$ cat src/rtl/aes_spi_pkg.sv
// Shared types and sizing helpers for the SPI frame master feeding the AES receivers.
// Holds the control FSM state encoding and the bit-counter width.
package aes_spi_pkg;

    typedef enum logic [1:0] {
        IDLE,
        SHIFT,
        FINISH,
        GAP
    } spi_state_t;

    localparam int unsigned DEFAULT_DATASIZE = 128;
    localparam int unsigned BIT_CNT_W        = $clog2(DEFAULT_DATASIZE);

    function automatic int cnt_width(input int n);
        return (n < 2) ? 1 : $clog2(n);
    endfunction

endpackage

$ cat src/rtl/spi_shift_reg.sv
// Parallel-load, serial-in shift register; the MSB is the serial output.
// Load has priority over shift.
module spi_shift_reg #(
    parameter int DATASIZE = 128
) (
    input  logic                clk,
    input  logic                rst,
    input  logic                load,
    input  logic                shift,
    input  logic                serial_in,
    input  logic [DATASIZE-1:0] load_data,
    output logic [DATASIZE-1:0] q
);

    always_ff @(posedge clk or negedge rst) begin
        if (!rst) begin
            q <= '0;
        end else if (load) begin
            q <= load_data;
        end else if (shift) begin
            q <= (q << 1) | DATASIZE'(serial_in);
        end
    end

endmodule

$ cat src/rtl/spi_frame_master.sv
// SPI master: shifts one DATASIZE-bit word out on mosi (MSB first) under an active-low cs,
// one bit per clk, while capturing miso into data_out.
module spi_frame_master
    import aes_spi_pkg::*;
#(
    parameter int DATASIZE   = 128,
    parameter int GAP_CYCLES = 2
) (
    input  logic                clk,
    input  logic                rst,
    input  logic                start,
    input  logic [DATASIZE-1:0] data_in,
    output logic                busy,
    output logic                done,
    output logic [DATASIZE-1:0] data_out,
    output logic                cs,
    output logic                mosi,
    input  logic                miso
);

    localparam int CNT_W = cnt_width(DATASIZE);
    localparam int GAP_W = cnt_width(GAP_CYCLES);

    spi_state_t state, next_state;

    logic [CNT_W-1:0]    bit_cnt;
    logic [GAP_W-1:0]    gap_cnt;
    logic                load;
    logic                shift;
    logic [DATASIZE-1:0] tx_q;
    logic [DATASIZE-2:0] rx_q;

    spi_shift_reg #(.DATASIZE(DATASIZE)) u_tx (
        .clk       (clk),
        .rst       (rst),
        .load      (load),
        .shift     (shift),
        .serial_in (1'b0),
        .load_data (data_in),
        .q         (tx_q)
    );

    // The final miso bit goes straight into data_out, so the receive register is one bit short.
    spi_shift_reg #(.DATASIZE(DATASIZE-1)) u_rx (
        .clk       (clk),
        .rst       (rst),
        .load      (load),
        .shift     (shift),
        .serial_in (miso),
        .load_data ('0),
        .q         (rx_q)
    );

    always_ff @(posedge clk or negedge rst) begin
        if (!rst) begin
            state <= IDLE;
        end else begin
            state <= next_state;
        end
    end

    // FINISH and the IDLE cycle both hold cs high, so GAP only supplies the remaining GAP_CYCLES-2.
    always_comb begin
        next_state = state;
        load       = 1'b0;
        shift      = 1'b0;
        cs         = 1'b1;
        mosi       = 1'b0;
        busy       = 1'b1;
        done       = 1'b0;
        case (state)
            IDLE: begin
                busy = 1'b0;
                if (start) begin
                    next_state = SHIFT;
                    load       = 1'b1;
                end
            end
            SHIFT: begin
                shift = 1'b1;
                cs    = 1'b0;
                mosi  = tx_q[DATASIZE-1];
                if (bit_cnt == '0) begin
                    next_state = FINISH;
                end
            end
            FINISH: begin
                done       = 1'b1;
                next_state = (GAP_CYCLES > 2) ? GAP : IDLE;
            end
            GAP: begin
                if (gap_cnt == '0) begin
                    next_state = IDLE;
                end
            end
            default: next_state = IDLE;
        endcase
    end

    always_ff @(posedge clk or negedge rst) begin
        if (!rst) begin
            bit_cnt <= '0;
        end else if (load) begin
            bit_cnt <= CNT_W'(DATASIZE - 1);
        end else if (shift) begin
            bit_cnt <= bit_cnt - 1'b1;
        end
    end

    always_ff @(posedge clk or negedge rst) begin
        if (!rst) begin
            gap_cnt <= '0;
        end else if (state == FINISH) begin
            gap_cnt <= GAP_W'((GAP_CYCLES > 2) ? GAP_CYCLES - 3 : 0);
        end else if (state == GAP && gap_cnt != '0) begin
            gap_cnt <= gap_cnt - 1'b1;
        end
    end

    always_ff @(posedge clk or negedge rst) begin
        if (!rst) begin
            data_out <= '0;
        end else if (shift && bit_cnt == '0) begin
            data_out <= {rx_q, miso};
        end
    end

endmodule

$ cat config.mk
export PLATFORM = sky130hd
export DESIGN_NAME = spi_frame_master
export DESIGN_NICKNAME = d
export VERILOG_FILES = /design/src/rtl/aes_spi_pkg.sv /design/src/rtl/spi_shift_reg.sv /design/src/rtl/spi_frame_master.sv
export SDC_FILE = /design/constraint.sdc
export NUM_CORES = 1
export LEC_CHECK = 0
export BUFFER_PORTS_ARGS = -buffer_cell sky130_fd_sc_hd__buf_2
export CAP_MARGIN = 10
export CORE_ASPECT_RATIO = 1.2
export CORE_MARGIN = 2
export CORE_UTILIZATION = 46
export CTS_CLUSTER_SIZE = 14
export DETAILED_ROUTE_END_ITERATION = 8
export PLACE_DENSITY_LB_ADDON = 0.3
export SLEW_MARGIN = 15
export SYNTH_ARGS = -nofsm -noshare
export SYNTH_HDL_FRONTEND = slang
export SYNTH_HIERARCHICAL = 1
export SYNTH_SLANG_ARGS = --single-unit
$ cat constraint.sdc
create_clock -name clk -period 2.3 [get_ports clk]
set_input_delay 0.69 -clock clk [delete_from_list [all_inputs] [get_ports clk]]
set_output_delay 0.69 -clock clk [all_outputs]
set_load 0.03 [all_outputs]
==> impl_metrics.toml <==
[sta]
rsz0062_at_grt = "false"
setup-tns-final_ns = 0
relSlewSlack = 0.548
worstMarginPinSlew_ns = 0.669
min_period_ns = 2.20
slew_violations = 0
clock-skew-final_ns = 0.0129
setup_violations = 0
fmax_mhz = 455
hold_viol_final = 0
fin_crit_sh = 0.956

[die]
rows = 77
core_um2 = 36700
die_h_um = 215
die_w_um = 180
io_pins = 264
dieArea_um2 = 38700
initial_core_util = 0.465

[cells_and_area]
fin_nets = 1947
final_area_um2 = 20700
final_common_cell = "dfrtp_1"
n_fill_cell = 3142
final_cell_mix = "dfrtp_1, nand2_1, buf_2, mux2i_1, o21ai_1"
syn_to_final_growth_pct = 21.2
stdcell_count = 2320
register_area_um2 = 9840
multi_input_area_um2 = 6970
drive_gt1_frac = 0.214

[pwr]
peakVddDrop_v = 0.000550
power_mw = 20.8
power.leakage_nw = 11.6
power_density_nw_per_um2 = 1010

[clock_network]
clk_pin_slew_ns = 0.06
cts-hold-fix-buffers = 0
worstSkewPairLatency_ns = 0.54
cts.path.max_buffers = 3
clockRootBuffer = "clkbuf_16"
cts_buffers = 41
ctsHtreeMaxLevel = 2
tritoncts = "done"
cts.sinks = 393

[placement]
postPlaceCellArea_um2 = 19300
place_inst = 2233
place_hpwl_um = 23800
buffer_ports.inserted = 263
finalWeightedCongestion = 0.780

[synth]
syn_area_per_cell_um2 = 12.0
async_flop_share = 1.00
ys_seq_area_frac = 0.576
synth_flop_cell = "dfrtp_1"
synth_cell_type_count = 36
synth_edf_count = 0
yosysWarnings = 6
netlist_area_um2 = 17100
netlist_instances = 1427
ys_seq_elements = 393

[routing]
wl_per_cell_um = 15.2
vias_per_cell = 4.91
ant_nets = 0
drt_iter0_drc = 558
dr.pass1.iters = 4
drt-total-wl_um = 35300
num_vias = 11387
drc = 0

[worst_setup_path]
crit_path_max_fanout = 5
rrSetupSlack_ns = 0.34
cp-end-kind = "output pin"
cp.required_ns = 1.61
crit_arrival_ns = 1.51
r2r_cells = 7
crit_path_start_kind = "flip-flop"
r2r_end = "data_out[0]$_DFFE_PN0P_"
reg2reg_from = "state[0]$_DFFE_PN0P_"
crit_type = "reg2out"

[global_route]
grt_max_degree = 97
grt_usage = 0.182
grt_pass1_vias = 11455
antenna_found_initial = 4
grt_pass1_wl_um = 58300
grt.overflow.total = 0

[run_status]
status = "finished, final reports clean"

[min_path]
worst_hold_path_type = "in2async"

[job]
max_cap_viol_count = 0
-- stage by stage --
step	setup WS [ns]	util	hold WS [ns]
4_1_cts	0.0224	0.562	0.0706
3_3_place_gp	0.409	0.525	0.469
3_5_place_dp	0.334	0.525	0.475
6_report	0.102	0.564	0.0620
2_1_floorplan	0.513	-	0.394
5_1_grt	0.0394	0.564	0.0718
-- synth_stat cells (3+ instances only) --
cell | count | area, µm²
inv_1 | 5 | 18.8
o21ai_1 | 149 | 746
buf_12 | 4 | 80.1
buf_2 | 15 | 75.1
buf_4 | 11 | 82.6
clkbuf_1 | 42 | 158
mux2_2 | 8 | 90.1
dfrtp_1 | 393 | 9830
nand2_1 | 262 | 983
mux2i_1 | 257 | 2570
buf_6 | 14 | 158
buf_8 | 12 | 180
mux2_1 | 120 | 1350
o21ai_0 | 105 | 526
nor2_1 | 3 | 11.3
-- kinds of logic after synthesis --
kind of cell | Yosys count | synth area share
multiplexers | 385 | 0.235
flip-flops | 393 | 0.576
buffers and inverters | 104 | 0.0442
AO/OA/AOI/OAI | 262 | 0.0779
other | 1 | 0.000220
adder cells (fa/ha/maj) | 2 | 0.00146
XOR/XNOR | 1 | 0.000513
AND/OR/NAND/NOR | 279 | 0.0648
-- cell type report --
type,count,share of cell area
clock inverters,13,0.00466
flip-flops and latches,393,0.475
diodes,2,0.000242
well taps,474,0.0287
multi-input cells,1057,0.337
repair buffers,313,0.0920
inverters,6,0.00206
repair inverters,1,0.000423
clock buffers,61,0.0601
-- state kept, by name, summed over array words and instances, names as in the netlist --
signal / cells
gap_cnt: 1
u_tx/q: 128
data_out: 128
bit_cnt: 7
u_rx/q: 127
state: 2
-- power breakdown --
part / leakage, nW / internal [mW] / switching (mW)
logic: 5.83 / 1.83 / 1.80
registers: 5.06 / 9.13 / 1.53
clock network: 0.669 / 3.85 / 2.69
-- routing by layer --
| layer | vias to the layer above | global-route usage | part of all wire | wire length (µm) |
|---|---|---|---|---|
| met5 | - | 0 | 0.00068 | 24 |
| met3 | 60 | 0.0380 | 0.047 | 1680 |
| met2 | 207 | 0.308 | 0.50 | 17500 |
| li1 | 5584 | - | - | - |
| met1 | 5532 | 0.234 | 0.43 | 15300 |
| met4 | 4 | 0.0572 | 0.023 | 828 |
-- worst max path at each step --
stage / depth (start not counted) / start / endpoint / slack (ns)
floorplan: 3 / state[1]$_DFFE_PN0P_ / mosi / 0.51
global placement: 6 / state[0]$_DFFE_PN0P_ / data_out[92]$_DFFE_PN0P_ / 0.41
detailed placement: 6 / state[0]$_DFFE_PN0P_ / data_out[0]$_DFFE_PN0P_ / 0.33
CTS: 4 / state[0]$_DFFE_PN0P_ / mosi / 0.02
global route: 4 / state[0]$_DFFE_PN0P_ / mosi / 0.04
finish: 3 / state[0]$_DFFE_PN0P_ / cs / 0.10
-- critical path, stage by stage (launching register included) --
cell and delay [ns]:
dfrtp_2 0.45, nand2b_4 0.14, buf_4 0.16, buf_2 0.23
-- timing repair --
| item | CTS | global route |
|---|---|---|
| buffers inserted | 2 | 8 |
| resized for setup | 3 | 0 |
| gates cloned | 1 | 0 |
| endpoints found under the setup margin | 1 | 1 |
No activity file was read; power rests on OpenSTA's default activity.
